### src/rtl/pipe_pkg.sv
// Shared types and constants for the inter-stage pipeline register.
// Latency: n/a (declarations only).
// Backpressure: n/a.
package pipe_pkg;

    // Occupancy of a stage: nothing held, main slot only, main plus skid slot.
    typedef enum logic [1:0] {
        ST_EMPTY = 2'd0,
        ST_ONE   = 2'd1,
        ST_TWO   = 2'd2
    } state_t;

    // Default bundle widths for each stage boundary.
    localparam int IF_ID_DATA_W   = 64;
    localparam int IF_ID_CTRL_W   = 5;
    localparam int ID_EX_DATA_W   = 97;
    localparam int ID_EX_CTRL_W   = 5;
    localparam int EX_MEM_DATA_W  = 97;
    localparam int EX_MEM_CTRL_W  = 5;
    localparam int MEM_WB_DATA_W  = 64;
    localparam int MEM_WB_CTRL_W  = 5;

    localparam int DATA_W_DEF = 97;
    localparam int CTRL_W_DEF = 5;
    localparam int CNT_W_DEF  = 16;

    // Bit positions inside the control bundle.
    localparam int CTRL_REGWRITE = 0;
    localparam int CTRL_MEMTOREG = 1;
    localparam int CTRL_MEMWRITE = 2;
    localparam int CTRL_ISBRANCH = 3;
    localparam int CTRL_ISJUMP   = 4;

endpackage

### src/rtl/pipe_slot.sv
// One storage entry (data + control) with load and clear enables.
// Latency: 1 cycle from load_i to outputs.
// Backpressure: none; the owner decides when to load or clear.
module pipe_slot #(
    parameter int DATA_W = 97,
    parameter int CTRL_W = 5
) (
    input  logic              clk_i,
    input  logic              rst_n_i,
    input  logic              load_i,
    input  logic              clear_i,
    input  logic [DATA_W-1:0] data_i,
    input  logic [CTRL_W-1:0] ctrl_i,
    output logic [DATA_W-1:0] data_o,
    output logic [CTRL_W-1:0] ctrl_o
);

    logic [DATA_W-1:0] data_q;
    logic [CTRL_W-1:0] ctrl_q;

    // Entry register: reset and clear zero it (empty slot carries a NOP), load captures.
    always_ff @(posedge clk_i) begin
        if (!rst_n_i) begin
            data_q <= '0;
            ctrl_q <= '0;
        end else if (clear_i) begin
            data_q <= '0;
            ctrl_q <= '0;
        end else if (load_i) begin
            data_q <= data_i;
            ctrl_q <= ctrl_i;
        end
    end

    assign data_o = data_q;
    assign ctrl_o = ctrl_q;

endmodule

### src/rtl/pipe_stage_reg.sv
// Inter-stage pipeline register with valid/ready, flush and a one-entry skid slot.
// Latency: 1 cycle in->out; full throughput while downstream is ready.
// Backpressure: in_ready_o is registered (low only when skid is full); optional stall
// counter enabled by macro PIPE_STAGE_STALL_CNT_EN.
module pipe_stage_reg
    import pipe_pkg::*;
#(
    parameter int DATA_W = DATA_W_DEF,
    parameter int CTRL_W = CTRL_W_DEF,
    parameter int CNT_W  = CNT_W_DEF
) (
    input  logic              clk_i,
    input  logic              rst_n_i,
    input  logic              flush_i,
    input  logic              in_valid_i,
    output logic              in_ready_o,
    input  logic [DATA_W-1:0] in_data_i,
    input  logic [CTRL_W-1:0] in_ctrl_i,
    output logic              out_valid_o,
    input  logic              out_ready_i,
    output logic [DATA_W-1:0] out_data_o,
    output logic [CTRL_W-1:0] out_ctrl_o,
    output logic [CNT_W-1:0]  stall_cnt_o
);

    state_t state_q, state_d;
    logic   in_ready_q;
    logic   in_xfer, out_xfer;

    logic   main_load, main_clr, main_from_skid;
    logic   skid_load, skid_clr;

    logic [DATA_W-1:0] main_data_d, skid_data_q;
    logic [CTRL_W-1:0] main_ctrl_d, skid_ctrl_q;

    assign out_valid_o = (state_q != ST_EMPTY);
    assign in_ready_o  = in_ready_q;
    assign in_xfer     = in_valid_i & in_ready_q;
    assign out_xfer    = out_valid_o & out_ready_i;

    // State register; in_ready is precomputed from the next state so it never depends on out_ready_i combinationally.
    always_ff @(posedge clk_i) begin
        if (!rst_n_i) begin
            state_q    <= ST_EMPTY;
            in_ready_q <= 1'b1;
        end else begin
            state_q    <= state_d;
            in_ready_q <= (state_d != ST_TWO);
        end
    end

    // Next-state: flush empties the stage, otherwise track occupancy from the two handshakes.
    always_comb begin
        state_d = state_q;
        if (flush_i) begin
            state_d = ST_EMPTY;
        end else begin
            case (state_q)
                ST_EMPTY: if (in_xfer) state_d = ST_ONE;
                ST_ONE: begin
                    if (out_xfer && !in_xfer)      state_d = ST_EMPTY;
                    else if (in_xfer && !out_xfer) state_d = ST_TWO;
                end
                ST_TWO:   if (out_xfer) state_d = ST_ONE;
                default:  state_d = ST_EMPTY;
            endcase
        end
    end

    // Slot controls: main is only rewritten when its entry leaves or the stage is empty, keeping outputs stable under stall.
    always_comb begin
        main_load      = 1'b0;
        main_clr       = 1'b0;
        main_from_skid = 1'b0;
        skid_load      = 1'b0;
        skid_clr       = 1'b0;
        if (flush_i) begin
            main_clr = 1'b1;
            skid_clr = 1'b1;
        end else begin
            case (state_q)
                ST_EMPTY: main_load = in_xfer;
                ST_ONE: begin
                    if (in_xfer && out_xfer) main_load = 1'b1;
                    else if (out_xfer)       main_clr  = 1'b1;
                    else if (in_xfer)        skid_load = 1'b1;
                end
                ST_TWO: begin
                    if (out_xfer) begin
                        main_load      = 1'b1;
                        main_from_skid = 1'b1;
                        skid_clr       = 1'b1;
                    end
                end
                default: begin
                    main_clr = 1'b1;
                    skid_clr = 1'b1;
                end
            endcase
        end
    end

    assign main_data_d = main_from_skid ? skid_data_q : in_data_i;
    assign main_ctrl_d = main_from_skid ? skid_ctrl_q : in_ctrl_i;

    pipe_slot #(.DATA_W(DATA_W), .CTRL_W(CTRL_W)) u_main (
        .clk_i   (clk_i),
        .rst_n_i (rst_n_i),
        .load_i  (main_load),
        .clear_i (main_clr),
        .data_i  (main_data_d),
        .ctrl_i  (main_ctrl_d),
        .data_o  (out_data_o),
        .ctrl_o  (out_ctrl_o)
    );

    pipe_slot #(.DATA_W(DATA_W), .CTRL_W(CTRL_W)) u_skid (
        .clk_i   (clk_i),
        .rst_n_i (rst_n_i),
        .load_i  (skid_load),
        .clear_i (skid_clr),
        .data_i  (in_data_i),
        .ctrl_i  (in_ctrl_i),
        .data_o  (skid_data_q),
        .ctrl_o  (skid_ctrl_q)
    );

`ifdef PIPE_STAGE_STALL_CNT_EN
    logic [CNT_W-1:0] stall_cnt_q, stall_cnt_d;

    // Stall counter next value: count cycles where a valid entry is blocked, saturating at all-ones.
    always_comb begin
        stall_cnt_d = stall_cnt_q;
        if (out_valid_o && !out_ready_i && (stall_cnt_q != {CNT_W{1'b1}}))
            stall_cnt_d = stall_cnt_q + 1'b1;
    end

    // Stall counter register; only reset clears it, flush leaves it alone.
    always_ff @(posedge clk_i) begin
        if (!rst_n_i) stall_cnt_q <= '0;
        else          stall_cnt_q <= stall_cnt_d;
    end

    assign stall_cnt_o = stall_cnt_q;
`else
    assign stall_cnt_o = '0;
`endif

endmodule

### config.mk
export PLATFORM = sky130hd
export DESIGN_NAME = pipe_stage_reg
export DESIGN_NICKNAME = d
export VERILOG_FILES = /design/src/rtl/pipe_pkg.sv /design/src/rtl/pipe_slot.sv /design/src/rtl/pipe_stage_reg.sv
export SDC_FILE = /design/constraint.sdc
export NUM_CORES = 1
export LEC_CHECK = 0
export CAP_MARGIN = 20
export CELL_PAD_IN_SITES_DETAIL_PLACEMENT = 1
export CELL_PAD_IN_SITES_GLOBAL_PLACEMENT = 2
export CORE_ASPECT_RATIO = 0.8
export CORE_MARGIN = 1.5
export CORE_UTILIZATION = 31
export CTS_CLUSTER_SIZE = 25
export DETAILED_ROUTE_END_ITERATION = 12
export PLACE_DENSITY_LB_ADDON = 0.1
export SLEW_MARGIN = 20
export SYNTH_ARGS = -nofsm -noshare
export SYNTH_HDL_FRONTEND = slang
export SYNTH_SLANG_ARGS = --single-unit
### constraint.sdc
create_clock -name clk_i -period 3.49 [get_ports clk_i]
set_input_delay 0.698 -clock clk_i [delete_from_list [all_inputs] [get_ports clk_i]]
set_output_delay 0.698 -clock clk_i [all_outputs]
set_load 0.005 [all_outputs]
# After elaboration in Yosys (flattened, before gate mapping)
# Index checks and enable logic that the tools add are counted.
# W data, S select, Z words.
[word_totals] regBits=207 input_bits=107 out_inout_bits=120 elab_cells=47
[op_classes] n_eq_ne=3 n_mux=24 bitwise=3 reduce_logical=11
[op_table] operator="$mux W97" count=1
[op_table] operator="$mux W1" count=13
[op_table] operator="$mux W2" count=5
[op_table] operator="$reduce_or A2 Y1" count=4
[op_table] operator="$pmux W2 S3" count=1
[op_table] operator="$mux W5" count=1
[op_table] operator="$pmux W1 S2" count=2
[op_table] operator="$logic_and A1 B1 Y1" count=3
[op_table] operator="$pmux W1 S3" count=1
[op_table] operator="$and A1 B1 Y1" count=2
[op_table] operator="$eq A2 B1 Y1 const B" count=1
[op_table] operator="$eq A2 B2 Y1 const B" count=1
[op_table] operator="$logic_not A1 Y1" count=2
[op_table] operator="$logic_not A2 Y1" count=1
[op_table] operator="$ne A2 B2 Y1 const B" count=1
[op_table] operator="$reduce_bool A2 Y1" count=1
[op_table] operator="$not A1 Y1" count=1

# Depth between registers and ports, before layout
[depth] ltp_word=9 ltp_mapped=8 depth_no_buf=4

# Modules after synthesis
# A second synthesis with hierarchy kept.
[unflattened] cells_unflattened=815 area_unflattened_um2=9389.0
[modules_own_cells] module="pipe_slot" n_inst=2 cells_each=330 area_per_inst_um2=3706.1 seq_area_each_um2=2042.0
[modules_own_cells] module="pipe_stage_reg" n_inst=1 cells_each=155 area_per_inst_um2=1976.9 seq_area_each_um2=60.1

# Least setup slack after synthesis
# No wires, ideal clock.
[synth_path] path_kind="in2reg" from="input out_ready_i" to="register u_skid.ctrl_q[0] (netlist: u_skid.ctrl_o[0])" setup_time_ns=0.132 arrival_ns=1.897 required_time_ns=3.358 path_slack_ns=1.461 cell_stages=7 n_path_buf=3 path_cell_list="buf_2 -> nand2b_1 -> or4_1 -> clkbuf_1 -> buf_2 -> nand2_1 -> a21oi_1"
[synth_between] elab_chain_cells=5 word_cells_on_any_way=10 classes_between="mux: 7; bitwise: 1; reduce/logical: 2"
[synth_lines] item="start: declaration" line_no="pipe_stage_reg.sv:20" source="input logic out_ready_i,"
[synth_lines] item="$and A1 B1 Y1 (*)" line_no="pipe_stage_reg.sv:39" source="assign out_xfer = out_valid_o & out_ready_i;"
[synth_lines] item="$mux W1, or another cell as far along" line_no="pipe_stage_reg.sv:89" source="if (out_xfer) begin"
[synth_lines] item="$pmux W1 S2 or $mux W1 (tied branches)" line_no="pipe_stage_reg.sv:81, pipe_stage_reg.sv:84"
[synth_lines] item="$mux W1, on equally long branches" line_no="pipe_stage_reg.sv:77, pipe_stage_reg.sv:81"
[synth_lines] item="$reduce_or A2 Y1 (no line) or $mux W1 (tied branches)"
[synth_lines] item="end signal: assignment" line_no="pipe_slot.sv:31" source="ctrl_q <= ctrl_i;"
[synth_lines] item="end: declaration" line_no="pipe_slot.sv:19" source="logic [CTRL_W-1:0] ctrl_q;"
# Mark *: on every way between the ends. The rest lies on a longest branch, timed or not.
# A chain may end at the register's enable or synchronous reset.

# Final worst setup path
[layout_path] from="register state_q[0]" to="output out_valid_o"
[layout_between] elab_chain_cells=1
[layout_lines] item="start: declaration" line_no="pipe_stage_reg.sv:26" source="state_t state_q, state_d;"
[layout_lines] item="start signal: assignment" line_no="pipe_stage_reg.sv:47" source="state_q <= state_d;"
[layout_lines] item="$reduce_bool A2 Y1" line_no="pipe_stage_reg.sv:36" source="assign out_valid_o = (state_q != ST_EMPTY);"
[layout_lines] item="end: declaration" line_no="pipe_stage_reg.sv:19" source="output logic out_valid_o,"
# No other way between the ends.

==> impl_metrics.csv <==
group,metric,value,unit
run_status,status,"complete, no violations",
detailed_routing,vias,6951,
global_route,antenna_found_initial,2,
timing,finalSetupViolations,0,
cells_and_area,drive_gt1_share,5.32,%
timing,fin_tns_setup,0,ns
cts,cts_buffers,24,
synthesis,synthFlopType,"dfxtp_1",
synthesis,synth-edff-count,0,
synthesis,synth_area_leaders,"dfxtp_1 (49%), mux2i_1 (12%), nand2_1 (9.2%)",
synthesis,synthAdderAreaFrac,0,%
cts,holdBufCountCts,0,
cts,cts-resized-gates,0,
cts,cts_max_level,1,
cts,clk_latency,0.51,ns
power_and_ir_drop,clockPowerShare,44.7,%
power_and_ir_drop,p_per_area,472,nW/um^2
global_route,grt_pass1_wl,38000,um
placement,port_buffers,210,
floorplanning,io_pins,227,
setup_path,criticalPathCategory,"flip-flop to primary output",
synthesis,synth.mux.area_fraction,12.1,%
synthesis,ys_ff_latch,207,
setup_path,worstPathCellList,"or2_2 -> clkdlybuf4s50_1",
cells_and_area,areaGrowthSynthToFinish,35.5,%
cts,clockBufferDepth,3,
cells_and_area,fillers,3004,
setup_path,crit_family,"flip-flops",
setup_path,slowest_stage,"dfxtp_1",
detailed_routing,drcViolationCount,0,
setup_path,rrSetupSlack,1.47,ns
detailed_routing,wl_per_cell,16.3,um
synthesis,syn-mean-instance-area,8.91,um^2
synthesis,ys_types,26,
timing,hold_viol_final,0,
power_and_ir_drop,ir_drop,0.341,mV
synthesis,synth.yosys.seq_area_share,49.3,%
detailed_routing,dr.first_iter.drc_count,266,
synthesis,syn_area,8410,um^2
power_and_ir_drop,total_leakage_power,0.00361,uW
setup_path,worstPathMaxFanout,10,
cells_and_area,final_cell_mix,"clkdlybuf4s50_1 (210), dfxtp_1 (207), nand2_1 (205), a21oi_1 (106), nor2_1 (104)",
floorplanning,core_area,26500,um^2
setup_path,critPathLaunchType,"flip-flop",
floorplanning,initial_core_util,31.8,%
detailed_routing,antenna_left,0,
synthesis,synth_xor_area_share,0,%
power_and_ir_drop,p_sw,1280,uW
power_and_ir_drop,p_int,4100,uW
synthesis,yosys_warnings,0,
detailed_routing,drt_wl_total,24200,um
cells_and_area,layout_commonest_cell,"clkdlybuf4s50_1",
synthesis,synth_top_area_share,49.3,%
setup_path,critPathRequiredTime,2.79,ns
detailed_routing,vias_per_cell,4.68,
global_route,first_global_vias,6691,
worst_hold_path,hp-class,"flip-flop to flip-flop",
timing,finClkSkew,0.00719,ns
power_and_ir_drop,p_comb_share,9.8,%
cells_and_area,multi_input_area,3710,um^2
setup_path,r2r-start,"state_q[1]",
cts,cts.sinks,207,
placement,dp_hpwl,15400,um
floorplanning,dieArea,28100,um^2
setup_path,critPathCaptureType,"primary output",
cells_and_area,nNetsFinal,1219,
setup_path,cp.arrival,1.74,ns
global_route,overflow,0,
synthesis,async_flop_share,0,%
cts,cts.clk_slew.worst_paths,0.06,ns
global_route,grt.total_usage,16.9,%
setup_path,critPathLaunch,"state_q[0]",
synthesis,synth_top_family_by_area,"compound AO/OA/AOI/OAI gates",
timing,period_needed,2.44,ns
floorplanning,die_h,150,um
placement,gp_congestion,0.686,
synthesis,synth-compound-area-share,15.9,%
power_and_ir_drop,p_sw_share,23.7,%
synthesis,yosysTopAreaCell,"dfxtp_1",
timing,hold_ws,0.453,ns
timing,period_share,69.8,%
cts,cts_tree,"yes",
timing,max_slew.worst_pin.slew,0.510,ns
cells_and_area,final-seq-area,4140,um^2
cts,cts_setup_buffers,0,
synthesis,synthSimpleGateAreaFrac,15.1,%
setup_path,cp_num_buf_inv,1,
power_and_ir_drop,p_seq_share,45.6,%
detailed_routing,drt_pre_antenna_iters,4,
setup_path,slowest_delay,0.54,ns
timing,timing.fmax,0.411,GHz
synthesis,synthCells,943,
worst_hold_path,min_from,"u_skid.data_o[3]",
floorplanning,die_width,187,um
floorplanning,rows,53,
timing,drv_slew,0,
job,maxCapViolCount,0,
timing,rsz0062_at_grt,"no",
global_route,grt_max_degree,103,
cts,cts-root-buf,"clkbuf_16",
timing,slew_headroom,66.0,%
[state kept, by name, indices dropped and copies added, names as in the netlist]
signal / count
in_ready_o: 1
state_q: 2
u_main.data_o: 97
u_skid.ctrl_o: 5
u_skid.data_o: 97
u_main.ctrl_o: 5
[worst reg2reg max path, stage by stage (launching register included)]
cell	delay [ns]
dfxtp_1	0.51
nor2b_4	0.23
and3b_4	0.40
buf_12	0.35
mux2i_1	0.18
a211oi_1	0.25
[through the flow]
| stage | worst slack [ns] | instance area (um^2) | util [%] | std cells | total power [uW] |
|---|---|---|---|---|---|
| floorplan | 1.46 | 8460 | - | 958 | 2730 |
| global placement | 0.870 | 10600 | 40.2 | 1443 | 3030 |
| detailed placement | 0.789 | 10600 | 40.2 | 1443 | 3040 |
| CTS | 1.04 | 11400 | 43.0 | 1484 | 5470 |
| global route | 0.962 | 11400 | 43.0 | 1484 | 5630 |
| finish | 1.05 | 11400 | 43.1 | 1486 | 5380 |
[layer usage]
| layer | vias to the layer above | track usage (%) | routed length [um] |
|---|---|---|---|
| met5 | - | 0 | 0 |
| met4 | 0 | 2.70 | 278 |
| met1 | 3229 | 24.6 | 12100 |
| met2 | 154 | 25.6 | 10300 |
| met3 | 25 | 4.29 | 1460 |
| li1 | 3543 | - | - |
[worst paths after layout]
| path | end | cells after the start |
|---|---|---|
| worst max-delay path | out_valid_o | 2 |
| worst min-delay path | u_skid.data_o[3] | 2 |
| worst max register to register | u_main.data_o[49] | 5 |
| worst min register to register | u_skid.data_o[3] | 2 |
[area by class of cell]
class	instances	area share, %
multi-input cells	654	32.6
repair buffers	225	20.4
clock buffers	34	6.23
diodes	2	0.0439
well taps	357	3.92
flip-flops and latches	207	36.4
clock inverters	7	0.417
[power by group through the flow]
stage               logic, uW  registers [uW]  clock network, uW
floorplan                 232            2500                  0
global placement          530            2500                  0
detailed placement        534            2500                  0
CTS                       537            2450               2490
global route              582            2460               2590
finish                    526            2450               2400
[cell usage after synthesis, drive strengths merged, types with 2 or more instances]
cell	count
nor2	104
dfxtp	207
o21ai	2
nand2	206
buf	66
a211oi	102
clkbuf	31
mux2i	102
nand2b	3
a21oi	106
[kinds of logic (layout without fill, tap and decap cells)]
family / count (synthesis) / count (layout)
AND/OR/NAND/NOR: 324 / 324
AO/OA/AOI/OAI: 212 / 212
flip-flops: 207 / 207
multiplexers: 102 / 102
buffers and inverters: 97 / 266
other: 1 / 18
(Power assumes the default switching activity.)
